**src/rtl/hyperspace_binner_pkg.sv**
```systemverilog
// hyperspace_binner shared definitions: default widths, bin sizing and the
// saturating accumulate used by the binning datapath.
package hyperspace_pkg;

    localparam int unsigned IN_W_D     = 8;
    localparam int unsigned OUT_W_D    = 16;
    localparam int unsigned BIN_D      = 4;
    localparam int unsigned FRAME_IN_D = 2048;
    localparam int unsigned BIN_CNT_W  = $clog2(BIN_D);

    // Sum of two unsigned values clamped to max (operands zero-extended by caller).
    function automatic logic [31:0] sat_add(input logic [31:0] a,
                                            input logic [31:0] b,
                                            input logic [31:0] max);
        logic [32:0] s;
        s = {1'b0, a} + {1'b0, b};
        if (s > {1'b0, max}) begin
            return max;
        end
        return s[31:0];
    endfunction

endpackage

```
**src/rtl/hyperspace_binner_if.sv**
```systemverilog
// hyperspace_binner stream interface: sample input stream and binned output
// stream. slave = core view, master = source/sink view.
interface hyperspace_binner_if
    import hyperspace_pkg::*;
#(
    parameter int unsigned IN_W  = IN_W_D,
    parameter int unsigned OUT_W = OUT_W_D
);
    logic [IN_W-1:0]  in_data;
    logic             in_valid;
    logic             in_last;
    logic             in_ready;
    logic [OUT_W-1:0] out_data;
    logic             out_valid;
    logic             out_last;
    logic             out_ready;

    modport slave (
        input  in_data, in_valid, in_last, out_ready,
        output in_ready, out_data, out_valid, out_last
    );

    modport master (
        output in_data, in_valid, in_last, out_ready,
        input  in_ready, out_data, out_valid, out_last
    );
endinterface

```
**src/rtl/hyperspace_binner_acc.sv**
```systemverilog
// hs_bin_acc: running accumulator and bin counter. o_done/o_last/o_sum are
// combinational and describe the completing transfer in the current cycle.
module hs_bin_acc
    import hyperspace_pkg::*;
#(
    parameter int unsigned IN_W  = IN_W_D,
    parameter int unsigned OUT_W = OUT_W_D,
    parameter int unsigned BIN   = BIN_D
) (
    input  logic             clock,
    input  logic             rst_n,
    input  logic             i_take,
    input  logic [IN_W-1:0]  i_data,
    input  logic             i_last,
    output logic [OUT_W-1:0] o_sum,
    output logic             o_done,
    output logic             o_last
);
    localparam int unsigned CNT_W   = $clog2(BIN);
    localparam logic [31:0] SUM_MAX = (OUT_W >= 32) ? '1 : ((32'd1 << OUT_W) - 32'd1);

    logic [OUT_W-1:0] r_acc;
    logic [CNT_W-1:0] r_cnt;
    logic [31:0]      w_sum32;
    logic             w_bin_end;

    assign w_sum32   = sat_add(32'(r_acc), 32'(i_data), SUM_MAX);
    assign o_sum     = w_sum32[OUT_W-1:0];
    assign w_bin_end = (r_cnt == CNT_W'(BIN - 1));
    assign o_done    = i_take & (w_bin_end | i_last);
    assign o_last    = i_take & i_last;

    // Accumulate accepted samples; restart the bin once a word is emitted.
    always_ff @(posedge clock or negedge rst_n) begin
        if (!rst_n) begin
            r_acc <= '0;
            r_cnt <= '0;
        end else if (i_take) begin
            if (o_done) begin
                r_acc <= '0;
                r_cnt <= '0;
            end else begin
                r_acc <= o_sum;
                r_cnt <= r_cnt + 1'b1;
            end
        end
    end

endmodule

```
**src/rtl/hyperspace_binner.sv**
```systemverilog
// hyperspace_binner: sums each group of BIN input samples into one output
// word, with an output holding register, backpressure and frame counter.
// Optional macro HS_INPUT_BITREV_EN bit-reverses samples before summing.
module hyperspace_binner
    import hyperspace_pkg::*;
#(
    parameter int unsigned IN_W     = IN_W_D,
    parameter int unsigned OUT_W    = OUT_W_D,
    parameter int unsigned BIN      = BIN_D,
    parameter int unsigned FRAME_IN = FRAME_IN_D
) (
    input  logic                clock,
    input  logic                resetb,
    hyperspace_binner_if.slave  bus,
    output logic [15:0]         frame_cnt
);
    if ((BIN < 2) || (BIN > 16) || ((BIN & (BIN - 1)) != 0)) begin : g_bad_bin
        $error("hyperspace_binner: BIN must be a power of two in 2..16");
    end
    if (FRAME_IN == 0) begin : g_bad_frame
        $error("hyperspace_binner: FRAME_IN must be non-zero");
    end

    logic [1:0]       r_rst_sync;
    logic             w_rst_n;
    logic [IN_W-1:0]  w_sample;
    logic             w_in_ready;
    logic             w_take;
    logic             w_out_xfer;
    logic [OUT_W-1:0] w_sum;
    logic             w_done;
    logic             w_last;
    logic [OUT_W-1:0] r_out_data;
    logic             r_out_valid;
    logic             r_out_last;
    logic [15:0]      r_frame_cnt;

    // Reset synchroniser: asynchronous assert, release after two clock edges.
    always_ff @(posedge clock or negedge resetb) begin
        if (!resetb) begin
            r_rst_sync <= '0;
        end else begin
            r_rst_sync <= {r_rst_sync[0], 1'b1};
        end
    end
    assign w_rst_n = r_rst_sync[1];

`ifdef HS_INPUT_BITREV_EN
    // Undo the reversed pad ordering of the input bus.
    always_comb begin
        w_sample = '0;
        for (int unsigned i = 0; i < IN_W; i++) begin
            w_sample[i] = bus.in_data[IN_W-1-i];
        end
    end
`else
    assign w_sample = bus.in_data;
`endif

    // Stall only while the holding register is full and not draining.
    assign w_in_ready = w_rst_n & ~(r_out_valid & ~bus.out_ready);
    assign w_take     = bus.in_valid & w_in_ready;
    assign w_out_xfer = r_out_valid & bus.out_ready;

    hs_bin_acc #(
        .IN_W  (IN_W),
        .OUT_W (OUT_W),
        .BIN   (BIN)
    ) u_acc (
        .clock  (clock),
        .rst_n  (w_rst_n),
        .i_take (w_take),
        .i_data (w_sample),
        .i_last (bus.in_last),
        .o_sum  (w_sum),
        .o_done (w_done),
        .o_last (w_last)
    );

    // Output holding register; a new word may overwrite one draining this cycle.
    always_ff @(posedge clock or negedge w_rst_n) begin
        if (!w_rst_n) begin
            r_out_data  <= '0;
            r_out_valid <= 1'b0;
            r_out_last  <= 1'b0;
        end else if (w_done) begin
            r_out_data  <= w_sum;
            r_out_valid <= 1'b1;
            r_out_last  <= w_last;
        end else if (w_out_xfer) begin
            r_out_valid <= 1'b0;
            r_out_last  <= 1'b0;
        end
    end

    // Count frames as their last word leaves the core.
    always_ff @(posedge clock or negedge w_rst_n) begin
        if (!w_rst_n) begin
            r_frame_cnt <= '0;
        end else if (w_out_xfer && r_out_last) begin
            r_frame_cnt <= r_frame_cnt + 16'd1;
        end
    end

    assign bus.in_ready  = w_in_ready;
    assign bus.out_data  = r_out_data;
    assign bus.out_valid = r_out_valid;
    assign bus.out_last  = r_out_last;
    assign frame_cnt     = r_frame_cnt;

endmodule

```
**src/flat_wrapper.sv**
```systemverilog
// flat-port wrapper written by rule: the top's interface ports become plain ports
module hyperspace_binner_flat import hyperspace_pkg::*;
#(
    parameter int unsigned IN_W     = IN_W_D,
    parameter int unsigned OUT_W    = OUT_W_D,
    parameter int unsigned BIN      = BIN_D,
    parameter int unsigned FRAME_IN = FRAME_IN_D
)
  (clock, resetb, frame_cnt, bus_in_data, bus_in_valid, bus_in_last, bus_out_ready, bus_in_ready, bus_out_data, bus_out_valid, bus_out_last);
  hyperspace_binner_if #(.IN_W(IN_W), .OUT_W(OUT_W)) bus_i ();
  input  logic clock;
  input  logic resetb;
  output logic [15:0] frame_cnt;
  input wire logic [$bits(bus_i.in_data)-1:0] bus_in_data;
  input wire logic [$bits(bus_i.in_valid)-1:0] bus_in_valid;
  input wire logic [$bits(bus_i.in_last)-1:0] bus_in_last;
  input wire logic [$bits(bus_i.out_ready)-1:0] bus_out_ready;
  output wire logic [$bits(bus_i.in_ready)-1:0] bus_in_ready;
  output wire logic [$bits(bus_i.out_data)-1:0] bus_out_data;
  output wire logic [$bits(bus_i.out_valid)-1:0] bus_out_valid;
  output wire logic [$bits(bus_i.out_last)-1:0] bus_out_last;
  assign bus_i.in_data = bus_in_data;
  assign bus_i.in_valid = bus_in_valid;
  assign bus_i.in_last = bus_in_last;
  assign bus_i.out_ready = bus_out_ready;
  assign bus_in_ready = bus_i.in_ready;
  assign bus_out_data = bus_i.out_data;
  assign bus_out_valid = bus_i.out_valid;
  assign bus_out_last = bus_i.out_last;
  hyperspace_binner #(.IN_W(IN_W), .OUT_W(OUT_W), .BIN(BIN), .FRAME_IN(FRAME_IN)) u_core (.clock(clock), .resetb(resetb), .bus(bus_i), .frame_cnt(frame_cnt));
endmodule
```
**config.mk**
```make
export PLATFORM = sky130hd
export DESIGN_NAME = hyperspace_binner_flat
export DESIGN_NICKNAME = d
export VERILOG_FILES = /design/src/rtl/hyperspace_binner_pkg.sv /design/src/rtl/hyperspace_binner_if.sv /design/src/rtl/hyperspace_binner_acc.sv /design/src/rtl/hyperspace_binner.sv /design/src/flat_wrapper.sv
export SDC_FILE = /design/constraint.sdc
export NUM_CORES = 1
export LEC_CHECK = 0
export ABC_AREA = 0
export CELL_PAD_IN_SITES_DETAIL_PLACEMENT = 1
export CELL_PAD_IN_SITES_GLOBAL_PLACEMENT = 1
export CORE_UTILIZATION = 45
export CTS_BUF_LIST = sky130_fd_sc_hd__clkbuf_2 sky130_fd_sc_hd__clkbuf_4 sky130_fd_sc_hd__clkbuf_8
export DETAILED_ROUTE_END_ITERATION = 6
export PLACE_DENSITY_LB_ADDON = 0.1
export SYNTH_ARGS = -nofsm -noshare
export SYNTH_HDL_FRONTEND = slang
export SYNTH_SLANG_ARGS = --single-unit
export TNS_END_PERCENT = 10
```
**constraint.sdc**
```tcl
create_clock -name clock -period 4.5 [get_ports clock]
set_input_delay 0.9 -clock clock [delete_from_list [all_inputs] [get_ports clock]]
set_output_delay 0.9 -clock clock [all_outputs]
set_load 0.1 [all_outputs]
```
# Word-level counts from Yosys, hierarchy flattened
# Index checks and enable logic that the tools add are counted.
[totals]
regBits = 54
latchBits = 0
ramBits = 0
romBits = 0
inputBits = 13
out_inout_bits = 35
wordCells = 31
n_memories = 0
[op_classes]
add_sub_neg = 3
multipliers = 0
div_mod_pow = 0
order_cmp = 1
eq_ne = 1
shift = 0
mux = 8
bitwise = 9
reduce_logical = 2
[ops]
columns = ["op", "n"]
rows = [
  ["16-bit two-way mux", 3],
  ["16-bit by 8-bit adder with 17-bit output", 1],
  ["17-bit by 16-bit > comparator with 1-bit output (second input constant)", 1],
  ["16-bit by 1-bit adder with 16-bit output (second input constant)", 1],
  ["1-bit bitwise AND", 6],
  ["1-bit two-way mux", 4],
  ["2-bit by 1-bit adder with 2-bit output (second input constant)", 1],
  ["2-bit equality test (second input constant)", 1],
  ["2-bit two-way mux", 1],
  ["1-bit NOT", 2],
  ["2-bit nonzero test", 1],
  ["1-bit logical AND", 1],
  ["1-bit OR", 1],
]

# Logic depth before layout (Yosys ltp)
[logic_depth]
word_depth = 7
ltp_mapped = 9
depth_no_buf = 9

# Hierarchy
# Synthesis repeated with hierarchy kept, for this count alone.
[hier_totals]
hier_cells = 262
area_unflattened_um2 = 2841.5
[by_module_without_submodules]
columns = ["mod", "instances", "cells_per_inst", "area_each_um2", "seq_area_each_um2"]
rows = [
  ["hyperspace_binner", 1, 109, 1458.9, 900.9],
  ["hs_bin_acc", 1, 153, 1382.6, 450.4],
]

# Least setup slack after synthesis
# OpenSTA, ideal clock, no wires.
[synth_timing]
path_type = "register -> output"
startpoint = "register u_core.r_rst_sync[1]"
endpoint = "output port bus_in_ready"
arrival_time_ps = 2360
required_time_ps = 3600
setup_slack_ps = 1240
path_stages_with_launch = 2
n_path_buf = 0
cell_sequence = "dfrtp_1 > and2_1"
[synth_via]
elab_chain_len = 1
[synth_rtl]
columns = ["element", "line_no", "text"]
rows = [
  ["start, declared", "hyperspace_binner.sv:24", "logic [1:0] r_rst_sync;"],
  ["start signal, assigned", "hyperspace_binner.sv:43", "r_rst_sync <= {r_rst_sync[0], 1'b1};"],
  ["1-bit bitwise AND", "hyperspace_binner.sv:61", "assign w_in_ready = w_rst_n & ~(r_out_valid & ~bus.out_ready);"],
  ["end, declared", "flat_wrapper.sv:18", "output wire logic [$bits(bus_i.in_ready)-1:0] bus_in_ready;"],
]
# No other way between the ends.

# Final worst setup path
[layout_timing]
startpoint = "input port bus_in_data[0]"
endpoint = "register u_core.r_out_data[6] (netlist: u_core.bus.out_data[6])"
[layout_via]
elab_chain_len = 4
[layout_rtl]
columns = ["element", "line_no", "text"]
rows = [
  ["start, declared", "flat_wrapper.sv:14", "input wire logic [$bits(bus_i.in_data)-1:0] bus_in_data;"],
  ["16-bit by 8-bit adder with 17-bit output (*)", "hyperspace_binner_pkg.sv:16", "s = {1'b0, a} + {1'b0, b};"],
  ["17-bit by 16-bit > comparator with 1-bit output", "hyperspace_binner_pkg.sv:17", "if (s > {1'b0, max}) begin"],
  ["1-bit two-way mux", "hyperspace_binner_pkg.sv:17", ""],
  ["16-bit two-way mux (*)", "hyperspace_binner_pkg.sv:20", "return s[31:0];"],
  ["end signal, assigned", "hyperspace_binner.sv:87", "r_out_data <= w_sum;"],
  ["end, declared", "hyperspace_binner.sv:33", "logic [OUT_W-1:0] r_out_data;"],
]
# Mark *: on every way between the ends. The rest lies on a longest branch, timed or not.
# A chain may end at the register's enable or synchronous reset.

==> impl_metrics.yaml <==
run_status:
  status: "completed"
synth:
  synth_top_cell_by_area: "dfrtp_1"
  synth_ff_type: "dfrtp_1"
  synth-edff-count: 0
  synth.ff_latch_count: 54
  synthTopCellsByArea: "dfrtp_1 (49%), nand2_1 (5.7%), xnor2_1 (5.4%), ha_1 (4.5%), o21ai_0 (3.4%)"
  syn_area_mm2: 0.00277
  synth_common_cells: "dfrtp_1 (54), nand2_1 (42), nor2_1 (19), o21ai_0 (19), a21oi_1 (18)"
  synth_warnings: 0
  synth_cells: 281
  yosysMostFrequentCell: "dfrtp_1"
  ys_types: 51
  ys_seq_area_frac: 0.488
  synth.top_cell.area_share: 0.488
  syn_nets: 305
  syn_avg_cell_area_um2: 9.84
  async_flop_share: 1.00
detailed_routing:
  via_per_inst: 5.58
  dr.pass1.iters: 4
  vias: 2256
  wirelength_um: 6550
  drtAntennaViolNets: 0
  drt_iter0_drc: 78
  drc_errors: 0
  post_drt_wl_per_cell_um: 16.2
timing:
  max-slew-margin-rel: 0.255
  rsz0062_at_grt: "false"
  fin_tns_setup_ps: 0
  setup_violations: 0
  fin_crit_sh: 0.662
  fin_skew_ps: 10.5
  drv_slew: 0
  post-route-min-period_ps: 2980
  hold_violations: 0
  worstMarginPinSlew_ps: 1120
  fmax_mhz: 335
worst_setup_path:
  r2r_setup_slack_ps: 2120
  critPathRequiredTime_ps: 4720
  crit_path_max_fanout: 7
  startpoint: "bus_in_data[0]"
  critPathCaptureType: "flop"
  critPathLaunchType: "input port"
  rr_worst_depth: 5
  path_class: "input port to flop"
  cp.arrival_ps: 3200
  reg2reg_to: "u_core.bus.out_data[6]"
  r2r_start: "u_core.r_rst_sync[1]"
floorplan:
  rows: 28
  die_area_mm2: 0.00646
  fp.dieW_um: 80.4
  start_util: 0.467
  fp.dieH_um: 80.4
  io_pins: 48
  core-area_mm2: 0.00592
grt:
  antenna_found_initial: 0
  grt_max_degree: 30
  grt_pass1_vias: 2348
  grt_pass1_wl_um: 11200
  grt-ovfl-total: 0
  grtUsageTotal: 0.227
clock_network:
  clk_latency_ps: 320
  cts_made_buffers: 5
  root_buffer: "clkbuf_8"
  post_cts_resized: 0
  postCtsHoldBufs: 0
  h-tree-depth: 2
  cts.path.max_buffers: 2
  clk_pin_slew_ps: 100
  cts_tree: "built"
  cts.sinks: 54
  post_cts.repair.setup_buffers: 0
finish:
  fin_nets: 352
  area_growth_pct: 23.6
  stdcell_area_mm2: 0.00342
  n_antenna_cell: 0
  drive_gt1_frac: 0.0881
  fin_util: 0.577
worst_hold_path:
  min_path_type: "flop to async pin"
flow_run:
  cap_violations: 0
pwr:
  power_leakage_nw: 1.44
  cellPowerDensity_mw_per_mm2: 578
  ir_drop_mv: 0.406
placed_design:
  placed_cell_area_mm2: 0.00330
  hpwl_um: 4750
  gp_congestion: 0.804
  io_buffer_count: 47
==> critical path, stage by stage <==
cell,delay [ps]
clkdlybuf4s50_1,460
ha_1,160
inv_1,50
fa_1,380
nand2b_1,230
a21oi_4,220
o21ai_4,130
nor2_2,330
nor2_1,140
o21ai_0,210
==> cell usage in the layout (no fill, tap or decap), types with 3 or more instances in the layout <==
master / n
dfrtp_1: 53
clkdlybuf4s50_1: 46
nand2_1: 42
nor2_1: 19
o21ai_0: 19
a21oi_1: 18
xnor2_1: 17
ha_1: 10
inv_1: 8
o21ai_1: 6
nand3_1: 6
a31oi_1: 6
and3_1: 5
xor2_1: 5
clkbuf_8: 5
nand2b_1: 4
nand4_1: 4
a21o_1: 4
buf_4: 4
nor2_2: 3
and4_1: 3
o31ai_1: 3
o22a_1: 3
==> sequential cells by signal, summed over array words and instances (netlist names) <==
register,count
u_core.bus.out_data,16
u_core.frame_cnt,16
u_core.r_rst_sync,2
u_core.u_acc.r_acc,16
u_core.bus.out_valid,1
u_core.bus.out_last,1
u_core.u_acc.r_cnt,2
==> stage by stage <==
step | setup WS, ps | total power, mW | hold WS [ps] | std cells
after CTS | 1500 | 1.99 | 313 | 404
after detailed placement | 1180 | 1.66 | 309 | 396
after floorplan | 1240 | 1.42 | 331 | 281
after global placement | 1290 | 1.63 | 303 | 396
after global routing | 1330 | 2.09 | 326 | 404
final | 1520 | 1.98 | 278 | 404
==> layer usage <==
layer / vias to the layer above / GRT usage / wire [um]
met5: - / 0 / 0
met4: 0 / 0.0786 / 121
met3: 11 / 0.0432 / 189
met2: 42 / 0.403 / 3250
met1: 1126 / 0.273 / 2990
li1: 1077 / - / -
==> power by group <==
group          switching (mW)  internal (mW)  leakage [nW]
sequential             0.0844          0.585         0.701
combinational           0.710          0.266         0.690
clock                   0.166          0.166        0.0504
total                   0.960           1.02          1.44
==> area by class of cell <==
type                            instances  area [um^2]
Tap cell                               75         93.8
Fill cell                             666         2500
Clock inverter                          3         45.0
Clock buffer                            5         68.8
Multi-Input combinational cell        209         1340
Timing Repair Buffer                   50          490
Inverter                                8         30.0
Sequential cell                        54         1350
==> cells by family (layout without fill, tap and decap cells) <==
group / Yosys count / count (layout) / share of synthesized area
XOR/XNOR: 22 / 22 / 0.0697
buffers and inverters: 18 / 66 / 0.0280
AO/OA/AOI/OAI: 77 / 77 / 0.186
multiplexers: 2 / 2 / 0.00769
adder cells (fa/ha/maj): 11 / 11 / 0.0525
flip-flops: 54 / 54 / 0.488
other: 1 / 1 / 0.00136
AND/OR/NAND/NOR: 96 / 96 / 0.166
==> worst max-delay path by stage <==
stage                                  end  slack, ps
floorplan                     bus_in_ready       1240
detailed placement  u_core.bus.out_data[6]       1180
finish              u_core.bus.out_data[6]       1520
CTS                 u_core.bus.out_data[6]       1500
global placement     u_core.u_acc.r_acc[9]       1290
global route        u_core.bus.out_data[6]       1330
Power figures use the tool's default switching activity.
